<file path="src/rtl/fetch_queue.sv">
// fetch_queue: prefetching instruction fetch unit.
// Issues one word request at a time over a req/gnt/rvalid handshake. Fetched
// {pc, inst, notlist} entries are buffered in a DEPTH-entry queue and handed
// to ID with a valid/ready handshake. A redirect (exception, then branch)
// flushes the queue and discards any response still in flight. A misaligned
// PC is never sent to memory. Instead it is queued once as {pc, 0, 0}, and
// fetch then parks until the next redirect.
//
// Optional feature: define FETCH_BYPASS_EN to present a response to ID in the
// same cycle it arrives when the queue is empty.
//
// Ports:
//   clk, resetn               clock, asynchronous active-low reset
//   inst_req/inst_addr        request to instruction memory (addr = fetch pc)
//   inst_gnt                  memory accepted the address
//   inst_rvalid/inst_rdata    in-order read response
//   jbr_bus                   {jbr_taken, jbr_target}
//   exc_bus                   {exc_valid, exc_pc}, wins over jbr_bus
//   ID_ready                  ID consumes the head entry
//   IF_over                   head entry valid
//   IF_ID_bus                 {pc, inst, notlist}, zero when IF_over=0
//   IF_pc, IF_inst            display copies of the head entry
module fetch_queue #(
    parameter logic [31:0] START_ADDR = 32'hbfc00000,
    parameter int          DEPTH      = 4
) (
    input  logic        clk,
    input  logic        resetn,
    output logic        inst_req,
    output logic [31:0] inst_addr,
    input  logic        inst_gnt,
    input  logic        inst_rvalid,
    input  logic [31:0] inst_rdata,
    input  logic [32:0] jbr_bus,
    input  logic [32:0] exc_bus,
    input  logic        ID_ready,
    output logic        IF_over,
    output logic [64:0] IF_ID_bus,
    output logic [31:0] IF_pc,
    output logic [31:0] IF_inst
);
    localparam int AW = $clog2(DEPTH);
    localparam logic [AW:0] FULL = (AW+1)'(DEPTH);

    typedef enum logic [1:0] {S_IDLE, S_REQ, S_WAIT, S_HALT} state_t;

    state_t        state;
    logic [31:0]   pc, pend_pc;
    logic          drop;
    logic [AW:0]   count, count_nxt;
    logic [AW-1:0] rd_ptr, wr_ptr;
    logic [64:0]   mem [DEPTH];

    logic        redirect, aligned, not_full, head_vld;
    logic        resp_ok, mis_push, byp, byp_take, push, pop;
    logic [31:0] target;
    logic [64:0] push_data, head;

    assign redirect = exc_bus[32] | jbr_bus[32];
    assign target   = exc_bus[32] ? exc_bus[31:0] : jbr_bus[31:0];
    assign aligned  = (pc[1:0] == 2'b00);
    assign not_full = (count < FULL);
    assign head_vld = (count != '0);

    // Request decode uses registers only: no path from the redirect buses.
    assign inst_req  = (state == S_REQ) && aligned;
    assign inst_addr = pc;

    assign resp_ok   = (state == S_WAIT) && inst_rvalid && !drop;
    assign mis_push  = (state == S_REQ) && !aligned && not_full;
    assign push_data = mis_push ? {pc, 32'h0, 1'b0} : {pend_pc, inst_rdata, 1'b1};

`ifdef FETCH_BYPASS_EN
    // A response landing in an empty queue is shown to ID immediately; a
    // response coinciding with a redirect is discarded, so it never bypasses.
    assign byp = resp_ok && !head_vld && !redirect;
`else
    assign byp = 1'b0;
`endif

    // A bypassed entry taken by ID in its arrival cycle is never written.
    assign byp_take  = byp && ID_ready;
    assign push      = (resp_ok || mis_push) && !byp_take;
    assign pop       = head_vld && ID_ready;
    assign count_nxt = count + (AW+1)'(push) - (AW+1)'(pop);

    always_comb begin
        head = '0;
        if (byp)           head = {pend_pc, inst_rdata, 1'b1};
        else if (head_vld) head = mem[rd_ptr];
    end

    assign IF_over   = head_vld || byp;
    assign IF_ID_bus = head;
    assign IF_pc     = head[64:33];
    assign IF_inst   = head[32:1];

    always_ff @(posedge clk) begin
        if (push && !redirect) mem[wr_ptr] <= push_data;
    end

    always_ff @(posedge clk or negedge resetn) begin
        if (!resetn) begin
            state   <= S_IDLE;
            pc      <= START_ADDR;
            pend_pc <= START_ADDR;
            drop    <= 1'b0;
            count   <= '0;
            rd_ptr  <= '0;
            wr_ptr  <= '0;
        end else if (redirect) begin
            count  <= '0;
            rd_ptr <= '0;
            wr_ptr <= '0;
            pc     <= target;
            // A request is still owed a response: wait it out and drop it.
            if ((state == S_WAIT && !inst_rvalid) || (state == S_REQ && inst_req && inst_gnt)) begin
                state <= S_WAIT;
                drop  <= 1'b1;
            end else begin
                state <= S_REQ;
                drop  <= 1'b0;
            end
        end else begin
            count <= count_nxt;
            if (push) wr_ptr <= wr_ptr + 1'b1;
            if (pop)  rd_ptr <= rd_ptr + 1'b1;
            case (state)
                S_IDLE: if (not_full) state <= S_REQ;
                S_REQ: begin
                    if (!aligned) begin
                        if (not_full) state <= S_HALT;
                    end else if (inst_gnt) begin
                        pend_pc <= pc;
                        pc      <= pc + 32'd4;
                        state   <= S_WAIT;
                    end
                end
                S_WAIT: begin
                    if (inst_rvalid) begin
                        drop  <= 1'b0;
                        state <= (count_nxt < FULL) ? S_REQ : S_IDLE;
                    end
                end
                S_HALT: state <= S_HALT;
                default: state <= S_IDLE;
            endcase
        end
    end
endmodule
</file>
<file path="config.mk">
export PLATFORM = sky130hd
export DESIGN_NAME = fetch_queue
export DESIGN_NICKNAME = d
export VERILOG_FILES = /design/src/rtl/fetch_queue.sv
export SDC_FILE = /design/constraint.sdc
export NUM_CORES = 1
export LEC_CHECK = 0
export CAP_MARGIN = 20
export CORE_MARGIN = 4
export CORE_UTILIZATION = 53
export DETAILED_ROUTE_END_ITERATION = 8
export PLACE_DENSITY = 0.81
export REMOVE_ABC_BUFFERS = 1
export SYNTH_ARGS = -nofsm -noshare
export SYNTH_HDL_FRONTEND = slang
export SYNTH_SLANG_ARGS = --single-unit
</file>
<file path="constraint.sdc">
create_clock -name clk -period 3.7 [get_ports clk]
set_clock_uncertainty 0.05 [all_clocks]
set_input_delay 0.925 -clock clk [delete_from_list [all_inputs] [get_ports clk]]
set_output_delay 0.925 -clock clk [all_outputs]
set_load 0.005 [all_outputs]
</file>
* Yosys cells after proc, flatten, opt, wreduce, memory -nomap -nowiden
Memories as Yosys holds them, arrays and structs flattened.
Index checks and enable logic that the tools add are counted.
** Operators by class
- Multiplexer cells :: 27
- Magnitude comparators :: 2
- Eq/ne operators :: 7
- Add/subtract/negate cells :: 5
- Bitwise operators :: 2
- Reductions and logical operators :: 30
** Operator list (number)
- 2-to-1 mux 32 bit :: 5
- 2-to-1 mux 65 bit :: 2
- adder 32 x 3 -> 32 bit, second input constant :: 1
- 2-to-1 mux 2 bit :: 11
- nonzero test 2 bit :: 7
- logical AND 1 bit :: 10
- inequality test 4 bit, second input constant :: 2
- case mux 2 bit (4 select lines) :: 1
- AND reduction 4 bit :: 2
- 2-to-1 mux 1 bit :: 7
- less-than comparator 3 bit, second input constant :: 2
- inequality test 3 bit, second input constant :: 2
- adder 2 x 1 -> 2 bit, second input constant :: 2
- == test 2 bit, second input constant :: 2
- logical NOT 1 bit :: 4
- logical NOT 2 bit :: 2
- adder 3 x 1 -> 3 bit :: 1
- 2-to-1 mux 3 bit :: 1
- AND reduction 3 bit :: 1
- nonzero test 3 bit :: 1
- subtractor 3 x 1 -> 3 bit :: 1
- == test 2 x 1 -> 1 bit, second input constant :: 1
- logical OR 1 bit :: 2
- AND reduction 2 bit :: 1
- other kinds (2) :: 2
** Word-level totals
- Output and inout port bits :: 163
- RAM bits :: 260
- Input bits :: 103
- Word-level logic and storage cells :: 81
- Bits in registers :: 74
- Memories :: 1
** Memory list
- mem :: words 4, width 65, rd ports 1, clocked after Yosys merged registers in 0, wr ports 1, RTL line 52 : logic [64:0] mem [DEPTH];

* Longest topological paths before layout
- Depth in word-level cells :: 12
- Depth in mapped cells :: 14
- Depth with buffers taken out :: 13

* Worst setup path before layout
No wires, ideal clock.
- Kind :: input-to-reg
- Start point :: input inst_rvalid
- End point :: memory mem[0][0] (enable)
- Required time :: 3.220 ns
- Setup time :: 0.430 ns
- Setup slack :: 0.317 ns
- Data arrival time :: 2.903 ns
- Path buffers :: 0
- Cell stages on the path :: 5
- Cell sequence :: nand3b_1 > nor2_1 > nor2_1 > nor2_1 > and2_1
** On the way
- Cells in the longest elaborated chain, start to end :: 6
** Ends and longest elaborated chain
- start, declared :: RTL line 32 : input logic inst_rvalid,
- logical AND 1 bit (2 in series) :: RTL line 69 : assign resp_ok = (state == S_WAIT) && inst_rvalid && !drop;
- logical OR 1 bit :: RTL line 83 : assign push = (resp_ok || mis_push) && !byp_take;
- logical AND 1 bit :: RTL line 99 : if (push && !redirect) mem[wr_ptr] <= push_data;
- 2-to-1 mux 1 bit :: RTL line 99
- 2-to-1 mux 1 bit (not written as such) :: RTL line 99
- end, declared :: RTL line 52
No other way between the ends.

* Final worst setup path
- Start point :: register count[2]
- End point :: output IF_ID_bus[47]
** On the way
- Cells in the longest elaborated chain, start to end :: 2
** Ends and longest elaborated chain
- start, declared :: RTL line 50 : logic [AW:0] count, count_nxt;
- start signal, assigned :: RTL line 125 : count <= count_nxt;
- nonzero test 3 bit :: RTL line 63 : assign head_vld = (count != '0);
- 2-to-1 mux 65 bit :: RTL line 90 : else if (head_vld) head = mem[rd_ptr];
- end, declared :: RTL line 38 : output logic [64:0] IF_ID_bus,
No other way between the ends.

==> flow_summary_export.csv <==
group,metric,value,unit
clock_network,cts-htree-levels,2,
global_route,grt_pass1_vias,9081,
placement,dpl.hpwl,21.3,mm
timing,finalHoldViolCount,0,
clock_network,cts_sinks,334,
drt,vias,8615,
pwr,p_leak,6.33,nW
drt,drtIter0Drc,591,
drt,viasPerCell,5.58,
yosys,yosys.area.top_type,"edfxtp_1",
global_route,grt_usage,0.215,
finish,fin_util,0.687,
yosys,netlist_area,0.0148,sq mm
floorplanning,die_w,175,microns
drt,firstDrtPassIters,4,
clock_network,clk_pin_slew,0.06,ns
floorplanning,dieArea,0.0307,sq mm
worst_setup_path,cp_slowest_stage_delay,0.49,ns
finish,layout_commonest_cell,"clkdlybuf4s50_1",
drt,routed_wl,33.4,mm
yosys,synth_cells,924,
worst_setup_path,cp.arrival,2.61,ns
clock_network,cts_buffer_depth,3,
yosys,netlist.area_leader.share,0.527,
yosys,synth-edff-count,260,
timing,worst_pin_slew,0.988,ns
worst_setup_path,path_cells,"or3_2 -> buf_4 -> and2_1 -> clkdlybuf4s50_1",
clock_network,clock_latency,0.51,ns
timing,max_freq,279,MHz
clock_network,cts_made_buffers,34,
placement,placedCellCount,1480,
worst_setup_path,path_class,"reg -> out",
pwr,total_power,0.0102,W
worst_setup_path,end_kind,"primary output",
min_path,hold_path_class,"in -> async",
finish,final_cell_mix,"263 x clkdlybuf4s50_1, 260 x edfxtp_1, 69 x and2_1",
global_route,grt_overflow_total,0,
global_route,grt_pass1_wl,51.3,mm
run,drv_cap,0,
drt,antenna_left,0,
pwr,vdd_drop_max,0.349,mV
floorplanning,rows,60,
yosys,ys_ff_latch,334,
timing,slew_viol_final,0,
pwr,power_density,542,mW/mm^2
timing,rsz0062_at_grt,"no",
yosys,synth.distinct_cells,48,
finish,layout-drive-gt1-share,0.208,
floorplanning,die_y,175,microns
finish,num-nets-final,1256,
clock_network,cts_tree,"done",
global_route,antenna_found_initial,0,
yosys,synthTopCellsByArea,"edfxtp_1 53%, mux4_2 9.9%, dfrtp_1 9.5%",
drt,routedWlPerCell,21.6,microns
finish,final_cells,1543,
floorplanning,core-area,0.0273,sq mm
timing,fin_crit_sh,0.969,
yosys,ys.flop_type,"edfxtp_1",
floorplanning,ios,266,
worst_setup_path,cp_max_fo,66,
worst_setup_path,reg2regPathDepth,12,
worst_setup_path,startpoint_type,"flip-flop",
yosys,yosysWarnings,0,
timing,setup_violations,0,
placement,routabilityCongestion,0.784,
yosys,synth-seq-area-share,0.653,
yosys,avgSynthCellArea,16.0,sq um
timing,relSlewSlack,0.341,
worst_setup_path,slowest_stage,"or3_2",
worst_setup_path,worstPathRequired,2.72,ns
timing,fin_setup_tns,0,ns
timing,fin_crit,3.58,ns
clock_network,clockRootBuffer,"clkbuf_16",
floorplanning,initial_core_util,0.544,
global_route,grt_start_max_net_pins,67,
placement,numPortBuffers,265,
finish,syn_to_final_growth,26.3,%
clock_network,cts_hold_buf,0,
run_status,outcome,"finished clean",
yosys,ys_async_sr_fraction,0.222,
drt,drc,0,
finish,n_antenna_cell,0,
==> final timing paths <==
kind                                   startpoint                   endpoint  slack [ns]
hold / removal                             resetn   inst_addr[1]$_DFFE_PN0P_        0.32
hold reg to reg            pend_pc[2]$_DFFE_PN0P_     pend_pc[2]$_DFFE_PN0P_        0.45
setup reg to reg               count[2]$_DFF_PN0_       state[0]$_DFFE_PN0P_        0.60
min in group clk           pend_pc[2]$_DFFE_PN0P_     pend_pc[2]$_DFFE_PN0P_        0.45
max in group asynchronous                  resetn  inst_addr[22]$_DFFE_PN1P_        2.51
setup / recovery               count[2]$_DFF_PN0_              IF_ID_bus[47]        0.12
==> per-layer routing <==
metal	vias up	GRT usage	wire, microns
li1	3856	-	-
met1	4389	0.274	13400
met2	321	0.384	17300
met3	49	0.0398	2080
met4	0	0.0504	619
met5	-	0	0
==> layout make-up <==
class / instances / area [sq um]
clock buffers: 55 / 992
clock inverters: 7 / 55.1
fillers: 1867 / 8520
inverters: 14 / 52.6
multi-input cells: 464 / 4420
flip-flops and latches: 334 / 9690
well taps: 372 / 465
repair buffers: 297 / 3060
==> registers in the layout (all words and copies together), names as in the netlist <==
| signal | cells |
|---|---|
| state | 2 |
| mem | 260 |
| drop | 1 |
| wr_ptr | 2 |
| inst_addr | 32 |
| pend_pc | 32 |
| rd_ptr | 2 |
| count | 3 |
==> power by group <==
| part | leakage [nW] | internal (W) | switching (W) |
|---|---|---|---|
| clock | 0.507 | 0.00185 | 0.00136 |
| combinational | 2.58 | 0.00120 | 0.000946 |
| sequential | 3.25 | 0.00460 | 0.000192 |
==> repair_timing <==
action / 4_1_cts / 5_1_grt
buffers inserted: 1 / 0
setup endpoints to repair: 70 / 0
gates resized for setup: 0 / 0
==> Yosys cell counts, drive strengths merged, types with 6 or more instances <==
library cell,number
dfrtp,56
o21ai,17
nand2,26
edfxtp,260
a211oi,17
clkbuf,29
mux2,64
a21oi,23
buf,83
nor4,10
mux2i,6
mux4,65
inv,13
ha,7
nand3,9
xnor2,29
dfstp,18
nor2,20
nor3,10
nor2b,51
and2,73
==> worst max-delay path, delay by kind of cell (launching register included) <==
family                 cells  cell delay (ns)
buffers and inverters      2             0.84
DFF                        1             0.46
and+or+nand+nor            2             0.78
==> cells by family after synthesis <==
family	count (synthesis)	synth area share
fa+ha+maj	8	0.00726
mux	135	0.151
flops	334	0.653
buf+inv	126	0.0512
simple gates	218	0.0893
xor+xnor	32	0.0189
compound gates	71	0.0290
==> stage by stage <==
stage               hold WS, ns  setup WS (ns)  instance area (sq um)
finish                    0.316          0.116                  18700
global placement          0.431          0.151                  17700
detailed placement        0.434         0.0314                  17700
global route              0.326       0.000443                  18700
floorplan                 0.410          -2.85                  14100
CTS                       0.305         0.0762                  18700
Power figures use the tool's default switching activity.
